[config.mk]
export PLATFORM = sky130hd
export DESIGN_NAME = key_pulse_gen
export DESIGN_NICKNAME = d
export VERILOG_FILES = /design/src/rtl/key_pulse_gen_pkg.sv /design/src/rtl/key_pulse_gen_sync_2ff.sv /design/src/rtl/key_pulse_gen.sv
export SDC_FILE = /design/constraint.sdc
export NUM_CORES = 1
export LEC_CHECK = 0
export BUFFER_PORTS_ARGS = -buffer_cell sky130_fd_sc_hd__buf_2
export CAP_MARGIN = 20
export CORE_AREA = 5 5 51 53
export DETAILED_ROUTE_END_ITERATION = 8
export DIE_AREA = 0 0 56 58
export GPL_ROUTABILITY_DRIVEN = 0
export PLACE_DENSITY_LB_ADDON = 0.15
export SYNTH_ARGS = -nofsm -noshare
export SYNTH_HDL_FRONTEND = slang
export SYNTH_HIERARCHICAL = 1
export SYNTH_SLANG_ARGS = --single-unit
[constraint.sdc]
create_clock -name clock -period 5.5 [get_ports clock]
set_input_delay 0.275 -clock clock [delete_from_list [all_inputs] [get_ports clock]]
set_output_delay 0.275 -clock clock [all_outputs]
set_load 0.02 [all_outputs]
[src/rtl/key_pulse_gen_pkg.sv]
// -----------------------------------------------------------------------------
// key_pulse_gen_pkg
// Shared definitions for the watch push-button front end:
//   - key_state_e : 3-bit FSM state encodings for the key pulse generator
//   - KEY_*_1K    : default timing constants for a 1 kHz system clock
//   - key_max3    : elaboration-time helper for counter limits
// -----------------------------------------------------------------------------
package key_pulse_gen_pkg;

  typedef enum logic [2:0] {
    KEY_IDLE       = 3'd0,
    KEY_DB_PRESS   = 3'd1,
    KEY_HELD       = 3'd2,
    KEY_REPEAT     = 3'd3,
    KEY_DB_RELEASE = 3'd4
  } key_state_e;

  // Defaults for a 1 kHz clock: 20 ms debounce, 0.5 s repeat delay,
  // 150 ms repeat period.
  localparam int unsigned KEY_DEBOUNCE_CNT_1K  = 20;
  localparam int unsigned KEY_REPEAT_DELAY_1K  = 500;
  localparam int unsigned KEY_REPEAT_PERIOD_1K = 150;
  localparam int unsigned KEY_CNT_WIDTH_1K     = 10;

  function automatic int unsigned key_max3(input int unsigned a,
                                           input int unsigned b,
                                           input int unsigned c);
    int unsigned m;
    m = (a > b) ? a : b;
    return (m > c) ? m : c;
  endfunction

endpackage

[src/rtl/key_pulse_gen_sync_2ff.sv]
// -----------------------------------------------------------------------------
// sync_2ff
// Two-flop synchronizer for a single asynchronous level. Both flops reset
// asynchronously to 0. Reusable for every button of the watch.
// Ports:
//   clock  in  system clock, rising edge
//   reset  in  asynchronous active-high reset
//   d_i    in  asynchronous input level
//   q_o    out level synchronized to clock (2-cycle latency)
// -----------------------------------------------------------------------------
module sync_2ff (
  input  logic clock,
  input  logic reset,
  input  logic d_i,
  output logic q_o
);

  logic meta_q;
  logic sync_q;

  always_ff @(posedge clock or posedge reset) begin
    if (reset) begin
      meta_q <= 1'b0;
      sync_q <= 1'b0;
    end else begin
      meta_q <= d_i;
      sync_q <= meta_q;
    end
  end

  assign q_o = sync_q;

endmodule

[src/rtl/key_pulse_gen.sv]
// -----------------------------------------------------------------------------
// key_pulse_gen
// Debounces one raw push-button and emits a one-cycle pulse per accepted
// press, plus optional auto-repeat pulses while the key is held.
// Optional feature macro: KEY_AUTO_REPEAT_EN (adds the REPEAT state).
// Parameters:
//   DEBOUNCE_CNT  cycles of stable key needed to accept press/release (>=2)
//   REPEAT_DELAY  cycles in HELD before the first repeat pulse (>=2)
//   REPEAT_PERIOD cycles between repeat pulses (>=2)
//   CNT_WIDTH     width of the shared cycle counter
// Ports:
//   clock    in  system clock, rising edge
//   reset    in  asynchronous active-high reset, clears all state
//   key      in  raw, bouncing, asynchronous button level (active-high)
//   pulse    out registered single-cycle pulse per press / repeat
//   pressed  out registered debounced key level
// -----------------------------------------------------------------------------
module key_pulse_gen
  import key_pulse_gen_pkg::*;
#(
  parameter int unsigned DEBOUNCE_CNT  = KEY_DEBOUNCE_CNT_1K,
  parameter int unsigned REPEAT_DELAY  = KEY_REPEAT_DELAY_1K,
  parameter int unsigned REPEAT_PERIOD = KEY_REPEAT_PERIOD_1K,
  parameter int unsigned CNT_WIDTH     = KEY_CNT_WIDTH_1K
) (
  input  logic clock,
  input  logic reset,
  input  logic key,
  output logic pulse,
  output logic pressed
);

  localparam logic [CNT_WIDTH-1:0] CNT_ONE = CNT_WIDTH'(1);
  localparam logic [CNT_WIDTH-1:0] DB_LIM  = CNT_WIDTH'(DEBOUNCE_CNT);
`ifdef KEY_AUTO_REPEAT_EN
  localparam logic [CNT_WIDTH-1:0] RD_LIM  = CNT_WIDTH'(REPEAT_DELAY);
  localparam logic [CNT_WIDTH-1:0] RP_LIM  = CNT_WIDTH'(REPEAT_PERIOD);
`else
  // Without repeat the HELD count is never compared; it only has to stop
  // somewhere inside the counter range instead of wrapping.
  localparam logic [CNT_WIDTH-1:0] CNT_TOP =
    CNT_WIDTH'(key_max3(DEBOUNCE_CNT, REPEAT_DELAY, REPEAT_PERIOD));
`endif

  logic                 key_s;
  key_state_e           state_q, state_d;
  logic [CNT_WIDTH-1:0] cnt_q, cnt_d;
  logic                 pulse_q, pulse_d;
  logic                 pressed_q, pressed_d;

  sync_2ff u_sync (
    .clock (clock),
    .reset (reset),
    .d_i   (key),
    .q_o   (key_s)
  );

  always_ff @(posedge clock or posedge reset) begin
    if (reset) begin
      state_q   <= KEY_IDLE;
      cnt_q     <= '0;
      pulse_q   <= 1'b0;
      pressed_q <= 1'b0;
    end else begin
      state_q   <= state_d;
      cnt_q     <= cnt_d;
      pulse_q   <= pulse_d;
      pressed_q <= pressed_d;
    end
  end

  always_comb begin
    state_d   = state_q;
    cnt_d     = cnt_q;
    pulse_d   = 1'b0;
    pressed_d = pressed_q;
    case (state_q)
      KEY_IDLE: begin
        if (key_s) begin
          state_d = KEY_DB_PRESS;
          cnt_d   = CNT_ONE;
        end
      end
      KEY_DB_PRESS: begin
        if (!key_s) begin
          state_d = KEY_IDLE;          // glitch: drop it silently
        end else if (cnt_q == DB_LIM) begin
          state_d   = KEY_HELD;
          pulse_d   = 1'b1;
          pressed_d = 1'b1;
          cnt_d     = CNT_ONE;
        end else begin
          cnt_d = cnt_q + CNT_ONE;
        end
      end
      KEY_HELD: begin
        if (!key_s) begin
          state_d = KEY_DB_RELEASE;
          cnt_d   = CNT_ONE;
`ifdef KEY_AUTO_REPEAT_EN
        end else if (cnt_q == RD_LIM) begin
          state_d = KEY_REPEAT;
          pulse_d = 1'b1;
          cnt_d   = CNT_ONE;
        end else begin
          cnt_d = cnt_q + CNT_ONE;
        end
`else
        end else if (cnt_q != CNT_TOP) begin
          cnt_d = cnt_q + CNT_ONE;
        end
`endif
      end
`ifdef KEY_AUTO_REPEAT_EN
      KEY_REPEAT: begin
        if (!key_s) begin
          state_d = KEY_DB_RELEASE;
          cnt_d   = CNT_ONE;
        end else if (cnt_q == RP_LIM) begin
          pulse_d = 1'b1;
          cnt_d   = CNT_ONE;
        end else begin
          cnt_d = cnt_q + CNT_ONE;
        end
      end
`endif
      KEY_DB_RELEASE: begin
        // A release bounce returns to HELD and restarts the repeat delay.
        if (key_s) begin
          state_d = KEY_HELD;
          cnt_d   = CNT_ONE;
        end else if (cnt_q == DB_LIM) begin
          state_d   = KEY_IDLE;
          pressed_d = 1'b0;
        end else begin
          cnt_d = cnt_q + CNT_ONE;
        end
      end
      default: begin
        // Illegal encodings (and REPEAT when it is not built) recover to IDLE.
        state_d   = KEY_IDLE;
        cnt_d     = '0;
        pressed_d = 1'b0;
      end
    endcase
  end

  assign pulse   = pulse_q;
  assign pressed = pressed_q;

endmodule

==> flow_metrics.env, run 1 <==
export IMPL_timing_fmax_mhz=416
export IMPL_hold_path_class="in -> reg"
export IMPL_start_kind="flop"
export IMPL_ant_nets=0
export IMPL_p_leak_nw=0.433
export IMPL_powerDensity_nw_per_um2=225
export IMPL_p_seq_share_pct=60.7
export IMPL_post_drt_wl_per_cell_um=14.1
export IMPL_crit_fanout=12
export IMPL_rsz0062_at_grt="no"
export IMPL_synthToLayoutAreaGrowth_pct=5.11
export IMPL_numCtsBuffers=3
export IMPL_slew_violations=0
export IMPL_synth_top_area_share_pct=42.4
export IMPL_synth_area_mux_share_pct=2.00
export IMPL_outcome="finished clean"
export IMPL_die_area_um2=3250
export IMPL_synth_fp_nets=119
export IMPL_synth_most_common_cell="dfrtp_1"
export IMPL_routed_wl_um=2030
export IMPL_vias_per_cell=5.82
export IMPL_fin_setup_tns_ps=0
export IMPL_cts_sinks=17
export IMPL_clkLatencyLatePin_ps=290
export IMPL_criticalPathCategory="reg -> reg"
export IMPL_instances_no_fill=144
export IMPL_path_clk_slew_ps=90
export IMPL_dp_cells=139
export IMPL_multi_input_area_um2=493
export IMPL_io_buffers=4
export IMPL_synth_compound_area_share_pct=19.0
export IMPL_layout_drive_gt1_share_pct=10.3
export IMPL_grt_overflow_total=0
export IMPL_diodes=0
export IMPL_root_buffer="clkbuf_4"
export IMPL_power_internal_w=0.000171
export IMPL_drt_iter0_drc=13
export IMPL_cts_buffer_depth=2
export IMPL_cts_tree="yes"
export IMPL_setup_violations_final=0
export IMPL_via_count=838
export IMPL_layout_nets=122
export IMPL_worstPathArrival_ps=2580
export IMPL_grt_pass1_wl_um=3500
export IMPL_start_util_pct=47.7
export IMPL_ir_drop_v=0.000172
export IMPL_netlist_area_um2=1000
export IMPL_ios=5
export IMPL_fill_cells=203
export IMPL_postSynthCellCount=114
export IMPL_hpwl_um=1420
export IMPL_postSynthAreaPerCell_um2=8.80
export IMPL_min_period_ps=2410
export IMPL_yosys_area_top_type="dfrtp_1"
export IMPL_seq_area_um2=425
export IMPL_rows=17
export IMPL_power_frac_comb_pct=11.3
export IMPL_first_pass_iters=4
export IMPL_design_area_um2=1050
export IMPL_grt_max_degree=16
export IMPL_synth_simple_area_share_pct=25.7
export IMPL_placedInstanceArea_um2=1020
export IMPL_grt_pass1_vias=755
export IMPL_hold_violations=0
export IMPL_cpMaxStageDelayCell="o21bai_1"
export IMPL_synth_xor_area_share_pct=0
export IMPL_antenna_found_initial=0
export IMPL_htreeDepth=1
export IMPL_synth_seq_area_share_pct=42.4
export IMPL_die_y_um=58
export IMPL_ys_warn_count=6
export IMPL_synth_fa_ha_area_share_pct=2.49
export IMPL_drv_cap=0
export IMPL_dieWidth_um=56
export IMPL_fin_ws_ps=3090
export IMPL_synth_edf_count=0
export IMPL_path_cells="inv_1, ha_1, nand4b_1, or2_2, o21bai_1, nand2b_1, o22ai_1"
export IMPL_dp_slack_ps=3110
export IMPL_clkPwrFrac_pct=28.0
export IMPL_cp_data_required_time_ps=5670
export IMPL_swShare_pct=27.9
export IMPL_drc=0
export IMPL_fin_crit_sh_pct=43.8
export IMPL_grt_total_usage_pct=13.8
export IMPL_ys_ff_latch=17
export IMPL_worst_path_largest_cell_delay_ps=630
export IMPL_synthFlopType="dfrtp_1"
export IMPL_endpoint_kind="flop"
export IMPL_maxSlewHeadroom_pct=48.4
export IMPL_cts_resized_gates=0
export IMPL_synth_top_family_by_area="simple AND/OR/NAND/NOR gates"
export IMPL_synthArstFlopShare_pct=100
export IMPL_yosysUniqueCellTypes=39
export IMPL_max_slew_worst_pin_slew_ps=769
export IMPL_yosys_top_cells_area="dfrtp_1 42%, a21oi_1 4.5%, inv_1 4.5%"
export IMPL_yosys_top_cells_count="17 x dfrtp_1, 12 x inv_1, 9 x a21oi_1, 9 x nand2_1, 7 x nor2_1"
export IMPL_postCtsSetupBuffers=0
export IMPL_p_sw_w=0.0000662
export IMPL_fp_coreArea_um2=2110
export IMPL_skew_ps=1.65
export IMPL_cts_hold_buf=1
## layout by cell type, fill, tap and decap left out, types with 3 or more instances in the layout
| cell | synthesis | routed |
|---|---|---|
| a21oi_1 | 9 | 9 |
| dfrtp_1 | 17 | 17 |
| o22ai_1 | 6 | 6 |
| inv_1 | 12 | 12 |
| buf_2 | 5 | 4 |
| nor3_1 | 3 | 3 |
| clkbuf_4 | 0 | 3 |
| nand2_1 | 9 | 9 |
| nand3_1 | 6 | 6 |
| a31oi_1 | 3 | 3 |
| nor2_1 | 7 | 7 |
| o21ai_0 | 4 | 4 |
## power by group through the flow
stage / logic [W] / clock network, W / registers, W
floorplan: 0.0000233 / 0 / 0.000142
global placement: 0.0000256 / 0 / 0.000146
detailed placement: 0.0000263 / 0 / 0.000146
CTS: 0.0000270 / 0.0000705 / 0.000144
global route: 0.0000302 / 0.0000799 / 0.000146
finish: 0.0000267 / 0.0000665 / 0.000144
## area by class of cell
| cell class | instances | share of cell area (%) |
|---|---|---|
| Timing Repair Buffer | 5 | 2.85 |
| Clock buffer | 4 | 2.49 |
| Inverter | 12 | 4.27 |
| Multi-Input combinational cell | 78 | 46.7 |
| Sequential cell | 17 | 40.3 |
| Tap cell | 28 | 3.32 |
## worst max-delay path, delay by kind of cell (launching register included)
kind,cells,cell delay (ps)
AOI/OAI and AO/OA,2,740
adders and majority gates,1,150
buffers and inverters,1,130
DFF,1,430
and+or+nand+nor,3,820
## sequential cells by signal, summed over array words and instances, names as in the netlist
name and flops:
pulse 1, u_sync/meta_q 1, state_q 3, cnt_q 10
u_sync/q_o 1, pressed 1
## logic make-up (layout without fill, tap and decap cells)
kind of cell / count (synthesis) / count (layout)
buffers and inverters: 19 / 21
muxes: 2 / 2
adders and majority gates: 2 / 2
and+or+nand+nor: 44 / 44
DFF: 17 / 17
AOI/OAI and AO/OA: 30 / 30
## path summary, 6_finish.rpt
kind	depth (start not counted)	to	start	slack [ps]
worst max-delay path	7	cnt_q[6]	cnt_q[0]	3090
worst min-delay path	1	u_sync/meta_q	key	80
worst max register to register	7	cnt_q[6]	cnt_q[0]	3090
worst min register to register	0	u_sync/q_o	u_sync/meta_q	370
max in group asynchronous	3	state_q[2]	reset	4530
min in group asynchronous	3	u_sync/meta_q	reset	380
## routing by layer
layer  track usage [%]  vias to the layer above  share of wire (%)
li1                  -                      413                  -
met1              18.2                      389                 47
met2              20.2                       29                 44
met3              2.90                        7                5.2
met4              9.49                        0                3.6
met5                 0                        -                  0
## metrics by stage
stage	util [%]	hold slack, ps	total power, W
3_3_place_gp	48.4	132	0.000171
4_1_cts	50.1	68.8	0.000241
2_1_floorplan	-	16.2	0.000165
6_report	50.1	82.9	0.000237
3_5_place_dp	48.4	136	0.000173
5_1_grt	50.1	52.5	0.000256
Note: power is estimated with default switching activity, not from simulation.
==> inputs of run 2 (changes only) <==
Clock period 5.5 ns to 2.2 ns, I/O delays scaled along.
==> flow_metrics.env, run 2 (synthesis gave the netlist of run 1 again) <==
export IMPL_rows=17
export IMPL_outcome="finished clean"
export IMPL_diodes=0
export IMPL_grtUsageMet3_pct=2.67
export IMPL_clkLatencyLatePin_ps=310
export IMPL_die_area_um2=3250
export IMPL_grt_max_degree=16
export IMPL_path_cells="inv_1, ha_1, nand4b_1, or2_2, o21bai_1, buf_4, or4b_2, o21ai_0"
export IMPL_min_period_ps=2050
export IMPL_cts_sinks=17
export IMPL_cpMaxStageDelayCell="or4b_2"
export IMPL_ir_drop_v=0.000415
export IMPL_met1_usage_pct=18.6
export IMPL_slew_violations=0
export IMPL_placedInstanceArea_um2=1080
export IMPL_start_kind="flop"
export IMPL_critPathLaunch="cnt_q[0]"
export IMPL_start_util_pct=47.7
export IMPL_p_leak_nw=0.485
export IMPL_hpwl_um=1520
export IMPL_r2r_start="cnt_q[0]"
export IMPL_fin_setup_tns_ps=0
export IMPL_cts_buffer_depth=2
export IMPL_vias_per_cell=5.77
export IMPL_top_usage_layer="met2"
export IMPL_path_clk_slew_ps=100
export IMPL_worstPathArrival_ps=2280
export IMPL_routed_wl_um=2080
export IMPL_max_flop_register="cnt_q"
export IMPL_first_pass_iters=4
export IMPL_via_count=888
export IMPL_grt_pass1_wl_um=3570
export IMPL_design_area_um2=1130
export IMPL_cts_resized_gates=0
export IMPL_criticalPathCategory="reg -> reg"
export IMPL_synthToLayoutAreaGrowth_pct=13.0
export IMPL_antenna_found_initial=0
export IMPL_io_buffers=4
export IMPL_maxSlewHeadroom_pct=62.2
export IMPL_top_regs="cnt_q: 10 flops, state_q: 3 flops"
export IMPL_setup_violations_final=0
export IMPL_cts_tree="yes"
export IMPL_max_slew_worst_pin_slew_ps=566
export IMPL_worst_path_largest_cell_delay_ps=630
export IMPL_ios=5
export IMPL_ant_nets=0
export IMPL_grt_total_usage_pct=14.4
export IMPL_post_drt_wl_per_cell_um=13.5
export IMPL_instances_no_fill=154
export IMPL_largest_reg_flops=10
export IMPL_layout_drive_gt1_share_pct=17.5
export IMPL_path_buf_inv=2
export IMPL_dieWidth_um=56
export IMPL_hold_violations=0
export IMPL_htreeDepth=1
export IMPL_grt_pass1_vias=793
export IMPL_rsz0062_at_grt="no"
export IMPL_cp_data_required_time_ps=2430
export IMPL_die_y_um=58
export IMPL_endpoint_kind="flop"
export IMPL_fin_crit_sh_pct=93.1
export IMPL_timing_fmax_mhz=488
export IMPL_skew_ps=5.09
export IMPL_drt_iter0_drc=24
export IMPL_powerDensity_nw_per_um2=543
export IMPL_drv_cap=0
export IMPL_final_common_cell="dfrtp_1"
export IMPL_layout_nets=132
export IMPL_cp_top_family="simple AND/OR/NAND/NOR gates"
export IMPL_numCtsBuffers=3
export IMPL_crit_fanout=12
export IMPL_grt_overflow_total=0
export IMPL_use_met2_pct=21.2
export IMPL_hold_path_class="in -> async"
export IMPL_layout_common_cells="17 x dfrtp_1, 12 x inv_1, 9 x nand2_1, 9 x a21oi_1, 9 x buf_4"
export IMPL_drc=0
export IMPL_fp_coreArea_um2=2110
export IMPL_root_buffer="clkbuf_4"
export IMPL_dp_cells=147
-- run 2: cell types whose count changed in the layout (fill, tap and decap cells not counted), sizes merged --
| cell | before | now |
|---|---|---|
| buf | 4 | 13 |
| clkbuf | 4 | 3 |
| clkinv | 0 | 1 |
| dlygate4sd3 | 1 | 2 |
-- run 2: power breakdown --
group / internal [W] / switching (W)
clock: 0.0000680 / 0.000107
sequential: 0.000329 / 0.0000267
combinational: 0.0000373 / 0.0000467
total: 0.000434 / 0.000181
-- run 2: per-stage QoR --
step           total power (W)  utilization (%)  setup slack [ps]  hold WS, ps
2_1_floorplan         0.000413                -               336         -149
3_3_place_gp          0.000437             51.2               212        -34.0
3_5_place_dp          0.000440             51.2               145        -27.7
4_1_cts               0.000620             53.5               119          195
5_1_grt               0.000653             53.8              23.8          208
6_report              0.000615             53.8               152          199
-- run 2: worst reg2reg max path, cell delays in order, from the launching register on --
cell and delay [ps]:
dfrtp_1 400, inv_1 100, ha_1 200, nand4b_1 150, or2_2 160, o21bai_1 70
buf_4 180, or4b_2 630, o21ai_0 90
-- run 2: repair_timing --
item,CTS,global route
buffers inserted,0,1
endpoints found under the setup margin,0,4
hold buffers,2,0
endpoints found under the hold margin,18,0
-- run 2: metal layers --
layer,up-vias,routed length (µm)
li1,432,-
met1,416,977
met2,35,932
met3,5,95
met4,0,70
met5,-,0
-- run 2: path summary, 6_finish.rpt --
check | end | slack [ps] | cells after the start
min in group clock | u_sync/q_o | 370 | 0
min reg2reg | u_sync/q_o | 370 | 0
max in group asynchronous | pressed | 1430 | 3
max | cnt_q[7] | 150 | 8
min | u_sync/meta_q | 200 | 3
max reg2reg | cnt_q[7] | 150 | 8
-- run 2: area by class of cell --
cell class                 instances  area [µm²]
fill                             190         972
timing repair buffer              15         108
clock inverter                     1        5.00
multi-input combinational         78         493
sequential                        17         425
inverter                          12        45.0
clock buffer                       3        22.5
tap                               28        35.0
